File: src/rtl/irq_ctrl_pkg.sv
// irq_ctrl_pkg: shared definitions for the system-bus interrupt controller.
//   - register byte offsets (decoded on addr[4:2])
//   - controller state encoding
//   - CAUSE register valid-bit position
package irq_ctrl_pkg;

    localparam logic [31:0] IRQ_PENDING_OFF = 32'h00;
    localparam logic [31:0] IRQ_MASK_OFF    = 32'h04;
    localparam logic [31:0] IRQ_CAUSE_OFF   = 32'h08;
    localparam logic [31:0] IRQ_CLEAR_OFF   = 32'h0C;
    localparam logic [31:0] IRQ_EDGE_OFF    = 32'h10;

    localparam int unsigned CAUSE_VALID_BIT = 31;

    typedef enum logic [1:0] {
        IDLE,
        REQ,
        ACK
    } irq_state_t;

    // Word index of a register offset, as compared against addr[4:2].
    function automatic logic [2:0] reg_sel(input logic [31:0] off);
        return off[4:2];
    endfunction

endpackage

File: src/rtl/irq_prio_enc.sv
// irq_prio_enc: combinational rotating priority encoder.
//   req_i   : request vector
//   start_i : index searched first; search wraps modulo N
//   valid_o : any request set
//   idx_o   : first set index at or after start_i
// With start_i tied to 0 this is a plain fixed-priority encoder (index 0 highest).
module irq_prio_enc #(
    parameter int unsigned N = 8
) (
    input  logic [N-1:0] req_i,
    input  logic [3:0]   start_i,
    output logic         valid_o,
    output logic [3:0]   idx_o
);

    always_comb begin
        int unsigned j;
        valid_o = 1'b0;
        idx_o   = 4'd0;
        j       = 0;
        // Walk from the farthest offset down so the nearest hit is written last.
        for (int k = int'(N) - 1; k >= 0; k--) begin
            j = int'(start_i) + k;
            if (j >= N) begin
                j = j - N;
            end
            if (req_i[j]) begin
                valid_o = 1'b1;
                idx_o   = 4'(j);
            end
        end
    end

endmodule

File: src/rtl/irq_ctrl_sb.sv
// irq_ctrl_sb: memory-mapped interrupt controller on the system bus.
// Merges N_IRQ peripheral interrupt lines into one core request/return pair.
//   clk_i, rst_i            : clock, asynchronous active-high reset
//   req_i, write_enable_i   : bus select and direction
//   addr_i, write_data_i    : register address (addr[4:2]) and write data
//   read_data_o             : registered read data, holds until the next read
//   irq_src_i / irq_ack_o   : peripheral lines in, one-cycle acknowledge out
//   core_irq_req_o/_ret_i   : request to core, return (mret) pulse from core
// Registers: 0x00 PENDING (RO), 0x04 MASK, 0x08 CAUSE (RO), 0x0C CLEAR (W1C), 0x10 EDGE.
// Build option: define IRQ_CTRL_ROUND_ROBIN_EN for rotating priority instead of fixed.
module irq_ctrl_sb
    import irq_ctrl_pkg::*;
#(
    parameter int unsigned N_IRQ      = 8,
    parameter logic [15:0] RESET_MASK = 16'h0000
) (
    input  logic             clk_i,
    input  logic             rst_i,
    input  logic             req_i,
    input  logic             write_enable_i,
    input  logic [31:0]      addr_i,
    input  logic [31:0]      write_data_i,
    output logic [31:0]      read_data_o,
    input  logic [N_IRQ-1:0] irq_src_i,
    output logic [N_IRQ-1:0] irq_ack_o,
    output logic             core_irq_req_o,
    input  logic             core_irq_ret_i
);

    logic [N_IRQ-1:0] pending_q, pending_d;
    logic [N_IRQ-1:0] mask_q, mask_d;
    logic [N_IRQ-1:0] edge_q, edge_d;
    logic [N_IRQ-1:0] prev_q;
    logic [3:0]       cause_id_q, cause_id_d;
    logic             cause_valid_q, cause_valid_d;
    logic [31:0]      read_data_q, read_data_d;
    irq_state_t       state_q, state_d;

    logic [N_IRQ-1:0] src_set;
    logic [N_IRQ-1:0] ack_vec;
    logic             wr_en, rd_en;
    logic [2:0]       sel;
    logic             enc_valid;
    logic [3:0]       enc_idx;
    logic [3:0]       ptr;

    logic unused_bits;
    assign unused_bits = ^{addr_i[31:5], addr_i[1:0], write_data_i[31:N_IRQ]};

    assign wr_en = req_i & write_enable_i;
    assign rd_en = req_i & ~write_enable_i;
    assign sel   = addr_i[4:2];

`ifdef IRQ_CTRL_ROUND_ROBIN_EN
    logic [3:0] ptr_q, ptr_d;

    always_comb begin
        ptr_d = ptr_q;
        if (state_q == ACK) begin
            ptr_d = (cause_id_q == 4'(N_IRQ - 1)) ? 4'd0 : cause_id_q + 4'd1;
        end
    end

    always_ff @(posedge clk_i or posedge rst_i) begin
        if (rst_i) begin
            ptr_q <= 4'd0;
        end else begin
            ptr_q <= ptr_d;
        end
    end

    assign ptr = ptr_q;
`else
    assign ptr = 4'd0;
`endif

    irq_prio_enc #(
        .N (N_IRQ)
    ) u_prio_enc (
        .req_i   (pending_q & mask_q),
        .start_i (ptr),
        .valid_o (enc_valid),
        .idx_o   (enc_idx)
    );

    always_comb begin
        for (int i = 0; i < int'(N_IRQ); i++) begin
            ack_vec[i] = (state_q == ACK) && (cause_id_q == 4'(i));
        end
    end

    assign irq_ack_o      = ack_vec;
    assign core_irq_req_o = (state_q == REQ);
    assign read_data_o    = read_data_q;

    // Register file and pending logic; a new set always overrides clears.
    always_comb begin
        src_set   = (edge_q & irq_src_i & ~prev_q) | (~edge_q & irq_src_i);
        mask_d    = mask_q;
        edge_d    = edge_q;
        pending_d = pending_q;

        if (wr_en) begin
            if (sel == reg_sel(IRQ_MASK_OFF)) begin
                mask_d = write_data_i[N_IRQ-1:0];
            end
            if (sel == reg_sel(IRQ_EDGE_OFF)) begin
                edge_d = write_data_i[N_IRQ-1:0];
            end
            if (sel == reg_sel(IRQ_CLEAR_OFF)) begin
                pending_d = pending_d & ~write_data_i[N_IRQ-1:0];
            end
        end
        pending_d = (pending_d & ~ack_vec) | src_set;

        read_data_d = read_data_q;
        if (rd_en) begin
            case (sel)
                reg_sel(IRQ_PENDING_OFF): read_data_d = 32'(pending_q);
                reg_sel(IRQ_MASK_OFF):    read_data_d = 32'(mask_q);
                reg_sel(IRQ_CAUSE_OFF): begin
                    read_data_d                  = 32'(cause_id_q);
                    read_data_d[CAUSE_VALID_BIT] = cause_valid_q;
                end
                reg_sel(IRQ_EDGE_OFF):    read_data_d = 32'(edge_q);
                default:                  read_data_d = 32'd0;
            endcase
        end
    end

    // Service FSM: CAUSE is latched on entry to REQ and stays fixed until ACK.
    always_comb begin
        state_d       = state_q;
        cause_id_d    = cause_id_q;
        cause_valid_d = cause_valid_q;
        unique case (state_q)
            IDLE: begin
                if (enc_valid) begin
                    cause_valid_d = 1'b1;
                    cause_id_d    = enc_idx;
                    state_d       = REQ;
                end
            end
            REQ: begin
                if (core_irq_ret_i) begin
                    state_d = ACK;
                end
            end
            ACK: begin
                cause_valid_d = 1'b0;
                state_d       = IDLE;
            end
            default: state_d = IDLE;
        endcase
    end

    always_ff @(posedge clk_i or posedge rst_i) begin
        if (rst_i) begin
            pending_q     <= '0;
            mask_q        <= RESET_MASK[N_IRQ-1:0];
            edge_q        <= '0;
            prev_q        <= '0;
            cause_id_q    <= 4'd0;
            cause_valid_q <= 1'b0;
            read_data_q   <= 32'd0;
            state_q       <= IDLE;
        end else begin
            pending_q     <= pending_d;
            mask_q        <= mask_d;
            edge_q        <= edge_d;
            prev_q        <= irq_src_i;
            cause_id_q    <= cause_id_d;
            cause_valid_q <= cause_valid_d;
            read_data_q   <= read_data_d;
            state_q       <= state_d;
        end
    end

endmodule
File: config.mk
export PLATFORM = sky130hd
export DESIGN_NAME = irq_ctrl_sb
export DESIGN_NICKNAME = d
export VERILOG_FILES = /design/src/rtl/irq_ctrl_pkg.sv /design/src/rtl/irq_prio_enc.sv /design/src/rtl/irq_ctrl_sb.sv
export SDC_FILE = /design/constraint.sdc
export NUM_CORES = 1
export LEC_CHECK = 0
export ABC_AREA = 1
export CORE_AREA = 2 2 96 98
export CTS_CLUSTER_SIZE = 20
export DETAILED_ROUTE_END_ITERATION = 12
export DIE_AREA = 0 0 98 100
export PLACE_DENSITY = 0.68
export SETUP_SLACK_MARGIN = 0.3
export SLEW_MARGIN = 10
export SYNTH_ARGS = -nofsm -noshare
export SYNTH_HDL_FRONTEND = slang
export SYNTH_SLANG_ARGS = --single-unit
File: constraint.sdc
create_clock -name clk_i -period 3.3 [get_ports clk_i]
set_clock_uncertainty 0.05 [all_clocks]
set_input_delay 0.495 -clock clk_i [delete_from_list [all_inputs] [get_ports clk_i]]
set_output_delay 0.495 -clock clk_i [all_outputs]
set_load 0.02 [all_outputs]
Word-level counts from Yosys, hierarchy flattened. Cells that the tools add are included. W data, S select, Z words.

$add $sub $neg: 0. Multiply operators: 0. Divide/modulo/power cells: 0. $lt $le $gt $ge: 0. Equal/unequal tests: 15. Shifts and indexed selects: 0. Muxes and demuxes: 24. Bitwise gates (word level): 15. Reductions and logical operators: 17.

Operator list (number): $pmux W32 S4 (1); $and A8 B8 Y8 (6); $not A8 Y8 (4); $mux W3 (8); $eq A4 B3 Y1 const B (4); $mux W8 (2); $or A8 B8 Y8 (2); $reduce_and A2 Y1 (5); $mux W1 (9); $eq A4 B2 Y1 const B (2); $logic_and A1 B1 Y1 (8); $eq A3 B2 Y1 const B (2); $eq A4 B1 Y1 const B (1); $logic_not A4 Y1 (1); $mux W2 (2); $pmux W2 S2 (1); $eq A3 B1 Y1 const B (1); $eq A3 B3 Y1 const B (1); $logic_not A3 Y1 (1); $and A1 B1 Y1 (2); $eq A2 B1 Y1 const B (1); $eq A2 B2 Y1 const B (1); $logic_not A2 Y1 (1); $ne A2 B1 Y1 const B (1); other kinds (4) (4).

Flip-flop bits (word level): 71. Latch bits: 0. Memory bits (writable): 0. ROM bits: 0. Input bits: 77. Output and inout bits: 41. Word-level logic and storage cells: 79. Memories: 0.

Logic depth before layout (Yosys ltp).
Word-level depth: 11. Gate-level depth with buffers: 10. Mapped depth without buffers: 10.

By module. A second synthesis with hierarchy kept.

Cell total of the unflattened synthesis: 482. Area, all modules: 3477.1 µm².

Modules (own cells, without submodules): irq_ctrl_sb (instances 1, cells an instance 309, area an instance 2551.2 µm², sequential area each 1201.2 µm²); irq_prio_enc (instances 1, cells an instance 173, area an instance 925.9 µm², sequential area each 0.0 µm²).

Worst setup path after synthesis. OpenSTA, ideal clock, no wires.

Path type: reg-to-output. Start: reg state_q[0]. End: out irq_ack_o[4]. Data arrival time: 0.910 ns. Required time: 2.755 ns. Setup slack: 1.845 ns. Stages on the path, launching flop included: 6. Buffers on the path: 0. Path through: dfrtp_1 > inv_1 > nand2_1 > nor2_1 > nand2_1 > inv_1.

Longest elaborated chain between the ends: 2.

RTL lines: start, declared (RTL line irq_ctrl_sb.sv:37) `irq_state_t state_q, state_d;`; start signal, assigned (RTL line irq_ctrl_sb.sv:175) `state_q <= state_d;`; $eq A2 B2 Y1 (RTL line irq_ctrl_sb.sv:88) `ack_vec[i] = (state_q == ACK) && (cause_id_q == 4'(i));`; $logic_and A1 B1 Y1 (RTL line irq_ctrl_sb.sv:88); end, declared (RTL line irq_ctrl_sb.sv:25) `output logic [N_IRQ-1:0] irq_ack_o,`.

No other way between the ends.

Worst setup path in the final report. Ends and elaborated chain as after synthesis.

==> flow_summary.json <==
{
  "switchingPower_mw": 0.544,
  "grt-busiest-layer": "met2",
  "drive_gt1_share_pct": 7.58,
  "synth_mux_area_share_pct": 0,
  "grt_use_met1_pct": 14.4,
  "gp_congestion": 0.858,
  "ys_top_cells_by_area": "dfrtp_1 50%, nand2_1 20%, buf_4 7.3%",
  "rows": 35,
  "whs_path_depth": 2,
  "synth_warnings": 0,
  "numClockSinks": 47,
  "cts_tree": "done",
  "timing.fmax_mhz": 406,
  "timing.final.crit_share_pct": 74.7,
  "syn-cell-area_mm2": 0.00237,
  "nNetsFinal": 419,
  "synth_top_family_by_area": "simple AND/OR/NAND/NOR gates",
  "final_cells": 454,
  "reg2regPathDepth": 7,
  "switching_share_pct": 35.2,
  "timing.rr.start": "pending_q[7]",
  "start_kind": "register",
  "finalHoldViolCount": 0,
  "hold_start": "read_data_o[31]",
  "syn_inst": 296,
  "slowest_delay_ns": 0.59,
  "synth_area_leader_cell": "dfrtp_1",
  "worst_pin_slew_ns": 0.633,
  "cpLargestDelayFamily": "buffers and inverters",
  "maxSlewViolCount": 0,
  "path_clk_slew_ns": 0.09,
  "initial_utilization_pct": 26.7,
  "grt_overflow": 0,
  "cts_buffers": 5,
  "antenna_cells": 0,
  "io_pins": 118,
  "via_count": 1881,
  "finalSetupTns_ns": 0,
  "finalSetupViolCount": 0,
  "seq_area_frac_synth_pct": 49.6,
  "grt_pass1_wl_um": 8840,
  "yosys.area.top_type_share_pct": 49.6,
  "dr.pass1.iters": 4,
  "cts-root-buf": "clkbuf_8",
  "synth-simple-area-share_pct": 26.9,
  "portBuffers": 41,
  "grt_use_met3_pct": 2.44,
  "clkLatencyLatePin_ns": 0.30,
  "post_cts_buffers": 0,
  "grt_antenna_before_repair": 0,
  "grt_max_degree": 31,
  "critPathMaxFanout": 4,
  "arrival_ns": 1.92,
  "path_cells": "inv_1, nand2_1, nor2_1, nand2_1, inv_1, clkdlybuf4s50_1",
  "holdPathEnd": "read_data_o[31]",
  "route.detailed.drc": 0,
  "slew_headroom_pct": 57.5,
  "place_inst": 446,
  "cts-hold-fix-buffers": 0,
  "clock_path_buffers": 2,
  "syn_to_final_growth_pct": 22.5,
  "cts_resized": 0,
  "grt_pass1_vias": 1903,
  "die_y_um": 100,
  "grt.total_usage_pct": 11.2,
  "fin_area_mm2": 0.00291,
  "leakagePower_nw": 1.49,
  "power_frac_comb_pct": 29.0,
  "final_util_pct": 32.7,
  "status": "complete, no violations",
  "finalCriticalPeriod_ns": 2.47,
  "num-fill-cells": 956,
  "place_area_mm2": 0.00282,
  "synth_compound_area_share_pct": 9.75,
  "path_class": "reg2out",
  "final_cell_mix": "125 x nand2_1, 47 x dfrtp_1, 41 x clkdlybuf4s50_1",
  "htreeDepth": 2,
  "holdCritPathClass": "reg2reg",
  "use_met2_pct": 18.8,
  "cp.buffers_inverters": 3,
  "required_ns": 2.75,
  "final_common_cell": "nand2_1",
  "power.share.clock_pct": 22.3,
  "synth-seq-cells": 47,
  "wl_per_cell_um": 11.5,
  "wl_um": 5210,
  "die_w_um": 98,
  "intPower_mw": 1.00,
  "power_density_mw_per_mm2": 532,
  "p_seq_share_pct": 48.7,
  "core_mm2": 0.00889,
  "cp_slowest_cell": "clkdlybuf4s50_1",
  "grt_setup_unrepaired": "no",
  "detail-route-antenna-nets": 0,
  "cp-end-kind": "output port",
  "synth-xor-area-share_pct": 0,
  "vias_per_cell": 4.14,
  "cap_violations": 0,
  "ir_drop_mv": 0.213,
  "synth_cell_types": 25,
  "design.die.area_mm2": 0.00980,
  "synthAdderAreaFrac_pct": 0,
  "avgSynthCellArea_um2": 8.02,
  "drt_iter0_drc": 104,
  "place_hpwl_um": 4020,
  "r2r-end": "cause_id_q[1]",
  "reg2reg_slack_ns": 1.97
}
==> worst reg2reg max path: cells and delay by family, from the launching register on <==
kind,cells,cell delay [ns]
AND/OR/NAND/NOR,7,0.78
flip-flops,1,0.41
==> cell usage after synthesis <==
master,count
inv_2,1
nor2_2,2
nand2_4,2
o211ai_1,4
nand4_1,2
o21a_1,1
buf_4,23
buf_6,2
conb_1,1
o21ai_2,8
nor2_8,1
nand2_2,1
a21oi_1,1
o21ai_0,13
nand3_1,5
inv_1,32
clkinv_1,1
a31o_2,1
nor2_1,10
nor3_1,2
nand3b_1,1
o21ai_1,9
nor3_4,1
dfrtp_1,47
nand2_1,125
==> final cells by class <==
cell class,count,area (µm²),area share (%)
Clock inverter,3,20.0,0.689
Clock buffer,5,68.8,2.37
Inverter,34,128,4.39
Timing Repair Buffer,42,418,14.4
Multi-Input combinational cell,212,957,32.9
Tap cell,111,139,4.78
Sequential cell,47,1180,40.5
==> per-layer routing <==
| metal | vias to the layer above | part of all wire (%) |
|---|---|---|
| met2 | 61 | 48 |
| li1 | 962 | - |
| met5 | - | 0 |
| met4 | 0 | 1.6 |
| met3 | 6 | 5.7 |
| met1 | 852 | 45 |
==> power by group through the flow <==
stage	clock network, mW	logic, mW	registers (mW)
2_1_floorplan	0	0.311	0.763
3_3_place_gp	0	0.443	0.759
3_5_place_dp	0	0.453	0.764
4_1_cts	0.352	0.454	0.753
5_1_grt	0.381	0.518	0.768
6_report	0.344	0.450	0.754
==> sequential cells by signal, summed over array words and instances (netlist names) <==
name	cells
prev_q	8
read_data_o	9
state_q	2
pending_q	8
mask_q	8
cause_valid_q	1
cause_id_q	3
edge_q	8
==> worst max-delay path by stage <==
stage	startpoint	endpoint	slack [ns]	cells past startpoint
6_report	state_q[0]	irq_ack_o[4]	0.83	6
5_1_grt	state_q[0]	irq_ack_o[4]	0.68	6
4_1_cts	state_q[0]	irq_ack_o[4]	0.85	6
3_5_place_dp	write_enable_i	pending_q[3]	1.03	6
3_3_place_gp	write_enable_i	pending_q[3]	1.10	6
2_1_floorplan	rst_i	cause_id_q[0]	1.64	1
==> through the flow <==
step	setup slack, ns	power (mW)	hold slack, ns
global route	0.675	1.67	0.480
global placement	1.10	1.20	0.415
finish	0.834	1.55	0.437
floorplan	1.64	1.07	0.401
detailed placement	1.03	1.22	0.419
CTS	0.849	1.56	0.441
==> cell families (layout without fill, tap and decap cells) <==
kind of cell / Yosys count / after routing
AOI/OAI and AO/OA: 37 / 37
buffers and inverters: 59 / 84
DFF: 47 / 47
other: 1 / 23
and+or+nand+nor: 152 / 152
Note: power is estimated with default switching activity, not from simulation.
